==> src/rtl/grid_cursor_ctrl.sv <==
// Grid cursor: debounced-by-frame button stepping, pixel-to-tile map (1 clk), and one-shot selection handshake.
// sel_req holds with a stable sel_id until sel_ack; clear_sel or reset drops it the next cycle.
module grid_cursor_ctrl #(
  parameter int COLS          = 5,
  parameter int ROWS          = 5,
  parameter int TILE_SHIFT    = 6,
  parameter int ORG_X         = 1,
  parameter int ORG_Y         = 1,
  parameter int WRAP          = 0,
  parameter int REPEAT_FRAMES = 15,
  parameter int ID_W          = 10
) (
  input  logic            clk,
  input  logic            reset,
  input  logic            screen_end,
  input  logic [9:0]      x,
  input  logic [8:0]      y,
  input  logic            up,
  input  logic            down,
  input  logic            left,
  input  logic            right,
  input  logic            middle,
  input  logic            clear_sel,
  output logic [4:0]      cursor_col,
  output logic [4:0]      cursor_row,
  output logic [ID_W-1:0] cursor_id,
  output logic [ID_W-1:0] tile_id,
  output logic            tile_valid,
  output logic            on_cursor,
  output logic            sel_req,
  output logic [ID_W-1:0] sel_id,
  input  logic            sel_ack
);

  localparam int CW = (REPEAT_FRAMES > 2) ? $clog2(REPEAT_FRAMES) : 1;
  localparam logic [CW-1:0]   RPT_LAST = CW'(REPEAT_FRAMES - 1);
  localparam logic [4:0]      COL_MAX  = 5'(COLS - 1);
  localparam logic [4:0]      ROW_MAX  = 5'(ROWS - 1);
  localparam logic [ID_W-1:0] COLS_ID  = ID_W'(COLS);
  localparam logic [9:0]      X_LO     = 10'(ORG_X);
  localparam logic [9:0]      X_HI     = 10'(ORG_X + COLS);
  localparam logic [8:0]      Y_LO     = 9'(ORG_Y);
  localparam logic [8:0]      Y_HI     = 9'(ORG_Y + ROWS);
  localparam bit              DO_WRAP  = (WRAP != 0);

  typedef enum logic [1:0] {S_IDLE, S_REQ, S_HOLD} sel_state_t;

  // {middle, right, left, down, up}
  logic [4:0] btn_meta, btn_sync;
  logic       up_s, down_s, left_s, right_s, mid_s;

  always_ff @(posedge clk) begin
    if (!reset) begin
      btn_meta <= '0;
      btn_sync <= '0;
    end else begin
      btn_meta <= {middle, right, left, down, up};
      btn_sync <= btn_meta;
    end
  end

  assign up_s    = btn_sync[0];
  assign down_s  = btn_sync[1];
  assign left_s  = btn_sync[2];
  assign right_s = btn_sync[3];
  assign mid_s   = btn_sync[4];

  logic          any_dir, held_q;
  logic [CW-1:0] rpt_cnt, cnt_inc;
  logic [4:0]    col_n, row_n;

  assign any_dir = up_s | down_s | left_s | right_s;
  assign cnt_inc = rpt_cnt + 1'b1;

  // Opposing buttons cancel per axis; edges clamp or wrap.
  always_comb begin
    col_n = cursor_col;
    row_n = cursor_row;
    if (right_s && !left_s)
      col_n = (cursor_col == COL_MAX) ? (DO_WRAP ? 5'd0 : cursor_col) : cursor_col + 5'd1;
    else if (left_s && !right_s)
      col_n = (cursor_col == 5'd0) ? (DO_WRAP ? COL_MAX : cursor_col) : cursor_col - 5'd1;
    if (down_s && !up_s)
      row_n = (cursor_row == ROW_MAX) ? (DO_WRAP ? 5'd0 : cursor_row) : cursor_row + 5'd1;
    else if (up_s && !down_s)
      row_n = (cursor_row == 5'd0) ? (DO_WRAP ? ROW_MAX : cursor_row) : cursor_row - 5'd1;
  end

  always_ff @(posedge clk) begin
    if (!reset) begin
      cursor_col <= '0;
      cursor_row <= '0;
      held_q     <= 1'b0;
      rpt_cnt    <= '0;
    end else if (screen_end) begin
      if (!any_dir) begin
        held_q  <= 1'b0;
        rpt_cnt <= '0;
      end else if (!held_q) begin
        held_q     <= 1'b1;
        rpt_cnt    <= '0;
        cursor_col <= col_n;
        cursor_row <= row_n;
      end else if (cnt_inc == RPT_LAST) begin
        rpt_cnt    <= '0;
        cursor_col <= col_n;
        cursor_row <= row_n;
      end else begin
        rpt_cnt <= cnt_inc;
      end
    end
  end

  assign cursor_id = ID_W'(cursor_row) * COLS_ID + ID_W'(cursor_col);

  logic [9:0] tx, rel_x;
  logic [8:0] ty, rel_y;
  logic       map_vld;

  assign tx      = x >> TILE_SHIFT;
  assign ty      = y >> TILE_SHIFT;
  assign rel_x   = tx - X_LO;
  assign rel_y   = ty - Y_LO;
  assign map_vld = (tx >= X_LO) && (tx < X_HI) && (ty >= Y_LO) && (ty < Y_HI);

  always_ff @(posedge clk) begin
    if (!reset) begin
      tile_id    <= '0;
      tile_valid <= 1'b0;
      on_cursor  <= 1'b0;
    end else begin
      tile_valid <= map_vld;
      tile_id    <= map_vld ? ID_W'(rel_y) * COLS_ID + ID_W'(rel_x) : '0;
      on_cursor  <= map_vld && (rel_x == 10'(cursor_col)) && (rel_y == 9'(cursor_row));
    end
  end

  sel_state_t sel_state;
  logic       mid_q;

  always_ff @(posedge clk) begin
    if (!reset) begin
      sel_state <= S_IDLE;
      sel_req   <= 1'b0;
      sel_id    <= '0;
      mid_q     <= 1'b0;
    end else begin
      mid_q <= mid_s;
      if (clear_sel) begin
        sel_state <= S_IDLE;
        sel_req   <= 1'b0;
      end else begin
        case (sel_state)
          S_IDLE: if (mid_s && !mid_q) begin
            sel_state <= S_REQ;
            sel_req   <= 1'b1;
            sel_id    <= cursor_id;
          end
          S_REQ: if (sel_ack) begin
            sel_state <= S_HOLD;
            sel_req   <= 1'b0;
          end
          S_HOLD: if (!mid_s) sel_state <= S_IDLE;
          default: begin
            sel_state <= S_IDLE;
            sel_req   <= 1'b0;
          end
        endcase
      end
    end
  end

endmodule

==> config.mk <==
export PLATFORM = sky130hd
export DESIGN_NAME = grid_cursor_ctrl
export DESIGN_NICKNAME = d
export VERILOG_FILES = /design/src/rtl/grid_cursor_ctrl.sv
export SDC_FILE = /design/constraint.sdc
export NUM_CORES = 1
export LEC_CHECK = 0
export CORE_ASPECT_RATIO = 1.2
export CORE_MARGIN = 2
export CORE_UTILIZATION = 54
export DETAILED_ROUTE_END_ITERATION = 6
export GPL_TIMING_DRIVEN = 0
export PLACE_DENSITY = 0.82
export SYNTH_ARGS = -nofsm -noshare
export SYNTH_HDL_FRONTEND = slang
export SYNTH_SLANG_ARGS = --single-unit
==> constraint.sdc <==
create_clock -name clk -period 6.7 [get_ports clk]
set_input_delay 1.005 -clock clk [delete_from_list [all_inputs] [get_ports clk]]
set_output_delay 1.005 -clock clk [all_outputs]
set_load 0.01 [all_outputs]
==> results of run 1 <==
## final cells by class
| class | count | share of cell area, % |
|---|---|---|
| multi-input combinational | 244 | 50.4 |
| sequential | 49 | 25.7 |
| timing repair buffer | 55 | 14.4 |
| inverter | 35 | 3.45 |
| clock buffer | 7 | 2.53 |
| tap | 64 | 2.10 |
| buffer | 8 | 1.22 |
| clock inverter | 1 | 0.131 |
## layout by cell type (no fill, tap or decap), types with 9 or more instances in the layout
cell,n
a21o_1,9
a21oi_1,19
and2_1,15
clkdlybuf4s50_1,55
dfxtp_1,49
ha_1,43
inv_1,33
mux2i_1,13
nand2_1,10
nor2_1,32
o21ai_0,11
xnor2_1,21
## registers in the layout, indices dropped and copies added, names as in the netlist, 2 cells and up
register    cells
sel_id          8
btn_sync        5
rpt_cnt         4
cursor_col      5
cursor_row      5
btn_meta        5
tile_id        10
sel_state       2
## final timing paths
path                            cells after the start           from  slack (ps)            to
worst min register to register                      1    btn_meta[3]         440   btn_sync[3]
worst max register to register                     10  cursor_row[1]        3920     sel_id[6]
worst max-delay path                               10  cursor_row[1]        2290  cursor_id[6]
worst min-delay path                                1    btn_meta[3]         440   btn_sync[3]
## Yosys cell counts (2+ instances only)
| cell | number | share of area [%] |
|---|---|---|
| nand2b_1 | 5 | 1.0 |
| nor4_1 | 4 | 0.82 |
| nand4_1 | 3 | 0.61 |
| o21ai_0 | 11 | 1.8 |
| fa_1 | 8 | 5.2 |
| nand2_1 | 10 | 1.2 |
| xor2_1 | 7 | 2.0 |
| inv_2 | 2 | 0.24 |
| nor3_1 | 6 | 0.98 |
| buf_4 | 4 | 0.98 |
| clkbuf_1 | 3 | 0.37 |
| dfxtp_1 | 49 | 32 |
| or3_1 | 2 | 0.41 |
| xnor2_1 | 21 | 6.0 |
| nor2_1 | 32 | 3.9 |
| a31oi_1 | 3 | 0.61 |
| nand3_1 | 3 | 0.49 |
| nor2b_1 | 2 | 0.41 |
| mux2i_1 | 13 | 4.2 |
| and2_1 | 15 | 3.1 |
| ha_1 | 43 | 18 |
| inv_1 | 33 | 4.0 |
| a211oi_1 | 6 | 1.5 |
| a21oi_1 | 19 | 3.1 |
| nor3b_1 | 3 | 0.73 |
| a21o_1 | 9 | 2.2 |
## power groups by stage
stage / combinational (mW) / clock, mW / sequential (mW)
after floorplan: 0.0812 / 0 / 0.311
after global placement: 0.116 / 0 / 0.309
after detailed placement: 0.119 / 0 / 0.310
after CTS: 0.120 / 0.194 / 0.303
after global routing: 0.135 / 0.204 / 0.304
final: 0.119 / 0.191 / 0.303
## cells by family (layout without fill, tap and decap cells)
kind of cell	count (synthesis)	after routing	synth area share (%)
and+or+nand+nor	89	89	14.7
AOI/OAI and AO/OA	59	59	12.4
adders and majority gates	51	51	22.8
DFF	49	49	32.0
buffers and inverters	43	106	5.79
xor gates and xnor gates	28	28	8.00
muxes	13	13	4.24
other	1	4	0.122
## metal layers
layer,global-route usage (%),up-vias,routed length (µm)
met5,0,-,0
met4,6.06,0,68
met3,3.49,6,188
met2,37.5,63,3170
met1,20.4,1155,2470
li1,-,1259,-
## metrics by stage
stage / cells / hold WS (ps)
2_1_floorplan: 336 / 412
3_3_place_gp: 455 / 414
3_5_place_dp: 455 / 417
4_1_cts: 463 / 438
5_1_grt: 463 / 458
6_report: 463 / 436
## worst max-delay path, stage by stage (launching register included)
cell and delay, ps:
dfxtp_1 540, ha_1 220, inv_1 50, fa_1 470, inv_1 40, ha_1 330, and2_1 180, a311o_1 320
a21oi_1 200, xnor2_1 170, clkdlybuf4s50_1 570
==> out/results.tsv, run 1 <==
stage	metric	value	unit
power_and_ir_drop	swShare	26.3	%
worst_setup_path	cp-start-kind	flop	
place	port_buffers	55	
route	drt_iter0_drc	60	
synth	ys_seq_area_share	32.0	%
power_and_ir_drop	leakage	1.70	nW
timing	relSlewSlack	44.5	%
route	firstDrtPassIters	4	
synth	syn_avg_cell_area	9.21	µm²
cts	cts_hold_buf	0	
finish	diodes	0	
finish	nNetsFinal	478	
route	postRouteAntennaNets	0	
synth	synthFlopType	dfxtp_1	
synth	syn-cell-area	3070	µm²
cts	cts_tree	built	
worst_setup_path	cp-end-kind	primary output	
cts	post-cts-setup-buffers	0	
finish	ff_latch_area	981	µm²
worst_setup_path	cp_data_required_time	5690	ps
cts	clkSinkCount	49	
timing	worst_pin_slew	827	ps
power_and_ir_drop	peakVddDrop	0.000151	V
cts	cts-resized-gates	0	
worst_setup_path	worstPathArrival	3400	ps
finish	drive_above_1_share	4.51	%
place	post-place-ws	2220	ps
place	dp_hpwl	4700	µm
finish	area_growth	24.2	%
power_and_ir_drop	power_frac_comb	19.5	%
cts	ctsLongestPathBuffers	2	
timing	drv_slew	0	
route	routed_wl	5900	µm
synth	ys_ff_latch	49	
status	outcome	finished, final reports clean	
grt	antenna_found_initial	0	
hold_path	min_path_type	reg -> reg	
timing	setup_viol	0	
finish	fill_cells	449	
cts	cts_made_buffers	5	
timing	tns	0	ps
place	place_congestion	0.881	
synth	synthCells	333	
cts	cts_root_buf	clkbuf_8	
grt	grt_max_degree	15	
power_and_ir_drop	internal-power	0.452	mW
timing	final_hold_viol_count	0	
route	via_per_inst	5.36	
worst_setup_path	critPathKind	reg -> out	
power_and_ir_drop	p_sw	0.161	mW
power_and_ir_drop	power_density	161	nW/µm²
cts	clkLatencyLatePin	300	ps
floorplanning	ios	72	
power_and_ir_drop	clkPwrFrac	31.1	%
synth	async_reset_ff_share	0	%
worst_setup_path	critPathMaxFanout	8	
route	drc	0	
synth	synth_edf_count	0	
grt	gr-usage-all-layers	19.2	%
floorplanning	die_height	86.6	µm
timing	finClkSkew	9.32	ps
floorplanning	die_x	72.8	µm
floorplanning	start_util	55.2	%
place	placed_cell_area	3710	µm²
finish	multi_input_area	1920	µm²
route	num_vias	2483	
power_and_ir_drop	p_seq_share	49.4	%
grt	grt_pass1_wl	9620	µm
synth	yosysWarnings	0	
floorplanning	row_count	30	
route	wl_per_cell	12.7	µm
timing	fin_crit	4410	ps
cts	h-tree-depth	2	
timing	fin_ws	2290	ps
timing	min_period_over_period	65.8	%
grt	grt_pass1_vias	2283	
finish	postLayoutCellArea	3810	µm²
finish	utilization	68.6	%
synth	synth_cell_type_count	43	
timing	clock.fmax	227	MHz
job	drv_cap	0	
timing	rsz0062_at_grt	no	
cts	clk_pin_slew	90	ps
grt	overflow	0	
floorplanning	die-area	6300	µm²
power_and_ir_drop	total_power	0.613	mW
floorplanning	core_area	5560	µm²
Note: power is estimated with default switching activity, not from simulation.
==> run 2, diff against run 1 <==
--- a/config.mk
+++ b/config.mk
@@ -7,10 +7,10 @@
 export LEC_CHECK = 0
 export CORE_ASPECT_RATIO = 1.2
 export CORE_MARGIN = 2
-export CORE_UTILIZATION = 54
+export CORE_UTILIZATION = 50
 export DETAILED_ROUTE_END_ITERATION = 6
 export GPL_TIMING_DRIVEN = 0
-export PLACE_DENSITY = 0.82
+export PLACE_DENSITY = 0.76
 export SYNTH_ARGS = -nofsm -noshare
 export SYNTH_HDL_FRONTEND = slang
 export SYNTH_SLANG_ARGS = --single-unit
==> constraint.sdc (replaced) <==
create_clock -name clk -period 4.1 [get_ports clk]
set_input_delay 0.615 -clock clk [delete_from_list [all_inputs] [get_ports clk]]
set_output_delay 0.615 -clock clk [all_outputs]
set_load 0.01 [all_outputs]
==> out/results.tsv, run 2 (synthesized netlist as in run 1, its figures left out) <==
stage	metric	value	unit	change
status	outcome	finished, final reports clean		
timing	finClkSkew	5.98	ps	-3.34 ps
worst_setup_path	crit_chain	ha_1 -> ha_1 -> fa_1 -> a21o_1 -> a21oi_1 -> nor2b_1 -> o21ai_0 -> nand2_1 -> clkdlybuf4s50_1		
finish	area_growth	25.3	%	
cts	clk_pin_slew	90	ps	about the same
floorplanning	start_util	51.3	%	-3.9 points
route	drc	0		unchanged
finish	postLayoutCellArea	3840	µm²	+0.85%
finish	fin_cells	481		+3.9%
place	dp_hpwl	4770	µm	+1.4%
timing	fin_crit	3830	ps	
route	drt_iter0_drc	38		-37%
power_and_ir_drop	leakage	1.72	nW	+1.2%
finish	top_register	tile_id		
cts	h-tree-depth	2		unchanged
power_and_ir_drop	total_power	1.01	mW	+64%
worst_setup_path	critPathSlowestCell	dfxtp_1		
grt	grt_pass1_vias	2457		+7.6%
cts	cts_made_buffers	5		unchanged
route	postRouteAntennaNets	0		unchanged
finish	largest_reg_flops	10		unchanged
timing	fin_ws	266	ps	-2030 ps
grt	overflow	0		unchanged
cts	cts-resized-gates	0		unchanged
finish	ff_latch_area	983	µm²	+0.26%
place	post-place-ws	-10.4	ps	-2230 ps
worst_setup_path	critPathMaxFanout	8		unchanged
cts	ctsLongestPathBuffers	2		unchanged
place	placed_cell_area	3730	µm²	+0.61%
floorplanning	row_count	31		+3.3%
place	place_inst	473		+4.0%
finish	layout_common_cells	clkdlybuf4s50_1, dfxtp_1, ha_1		
finish	diodes	0		unchanged
worst_setup_path	cp_slowest_stage_delay	550	ps	-20 ps
hold_path	min_path_type	reg -> reg		
place	port_buffers	55		unchanged
grt	gr-usage-all-layers	19.5	%	+0.24 points
route	wl_per_cell	12.6	µm	-0.79%
worst_setup_path	cp_data_required_time	3480	ps	-2210 ps
floorplanning	die_x	75.5	µm	+3.7%
timing	relSlewSlack	42.2	%	-2.4 points
worst_setup_path	worst_path_most_repeated_cell	ha_1		
power_and_ir_drop	peakVddDrop	0.000189	V	+26%
route	routed_wl	6080	µm	+3.1%
cts	clkSinkCount	49		unchanged
floorplanning	ios	72		unchanged
timing	final_hold_viol_count	0		unchanged
floorplanning	die_height	89.8	µm	+3.7%
cts	cts_hold_buf	0		unchanged
timing	rsz0062_at_grt	no		
route	num_vias	2448		-1.4%
route	firstDrtPassIters	4		unchanged
power_and_ir_drop	power_density	262	nW/µm²	+63%
worst_setup_path	cp-end-kind	primary output		
finish	drive_above_1_share	5.26	%	+0.75 points
grt	grt_pass1_wl	10600	µm	+9.8%
finish	layout_commonest_cell	clkdlybuf4s50_1		
finish	multi_input_area	1920	µm²	+0.26%
finish	nNetsFinal	478		unchanged
timing	clock.fmax	261	MHz	
finish	biggestRegsByFlops	tile_id x10, sel_id x8		
timing	drv_slew	0		unchanged
timing	min_period_over_period	93.5	%	
worst_setup_path	worstPathArrival	3220	ps	-180 ps
place	place_congestion	0.828		-6.0%
route	via_per_inst	5.09		-5.1%
grt	grt_max_degree	15		unchanged
floorplanning	core_area	5970	µm²	+7.5%
grt	antenna_found_initial	0		unchanged
worst_setup_path	cp-start-kind	flop		
cts	post-cts-setup-buffers	0		unchanged
worst_setup_path	critPathKind	reg -> out		
cts	clkLatencyLatePin	310	ps	about the same
cts	cts_root_buf	clkbuf_8		
job	drv_cap	0		unchanged
timing	worst_pin_slew	863	ps	+35.4 ps
finish	fill_cells	532		+18%
timing	setup_viol	0		unchanged
cts	cts_tree	built		
floorplanning	die-area	6780	µm²	+7.6%
==> run 2: cell type report <==
type	instances	area share, %
Inverter	35	3.42
Sequential cell	49	25.6
Clock inverter	1	0.130
Clock buffer	7	2.51
Buffer	8	1.20
Timing Repair Buffer	55	14.4
Tap cell	82	2.67
Multi-Input combinational cell	244	50.1
==> run 2: worst paths after layout <==
check | startpoint | to | slack (ps) | depth (start not counted)
setup / recovery | cursor_row[0] | cursor_id[7] | 270 | 9
hold / removal | btn_meta[0] | btn_sync[0] | 440 | 1
setup reg to reg | cursor_row[4] | sel_id[6] | 1400 | 10
hold reg to reg | btn_meta[0] | btn_sync[0] | 440 | 1
==> run 2: stage by stage <==
step | hold slack, ps | TNS (ps) | utilization, %
global route | 459 | 0 | 64.3
floorplan | 412 | 0 | -
global placement | 415 | 0 | 62.5
detailed placement | 417 | -10.4 | 62.5
CTS | 438 | 0 | 64.2
finish | 439 | 0 | 64.3
==> run 2: worst max-delay path, delay by kind of cell (launching register included) <==
kind / cells / cell delay [ps]
flip-flops: 1 / 550
adder cells (fa/ha/maj): 3 / 1100
AND/OR/NAND/NOR: 2 / 160
buffers and inverters: 1 / 480
AO/OA/AOI/OAI: 3 / 620
==> run 2: report_power, final <==
group	switching (mW)	internal, mW
clock	0.161	0.153
sequential	0.00646	0.488
combinational	0.0999	0.0969
total	0.268	0.738
==> run 2: per-layer routing <==
layer | wire, µm | GRT usage, % | vias up
li1 | - | - | 1248
met1 | 2560 | 22.2 | 1138
met2 | 3200 | 34.4 | 49
met3 | 195 | 3.48 | 13
met4 | 121 | 7.89 | 0
met5 | 0 | 0 | -
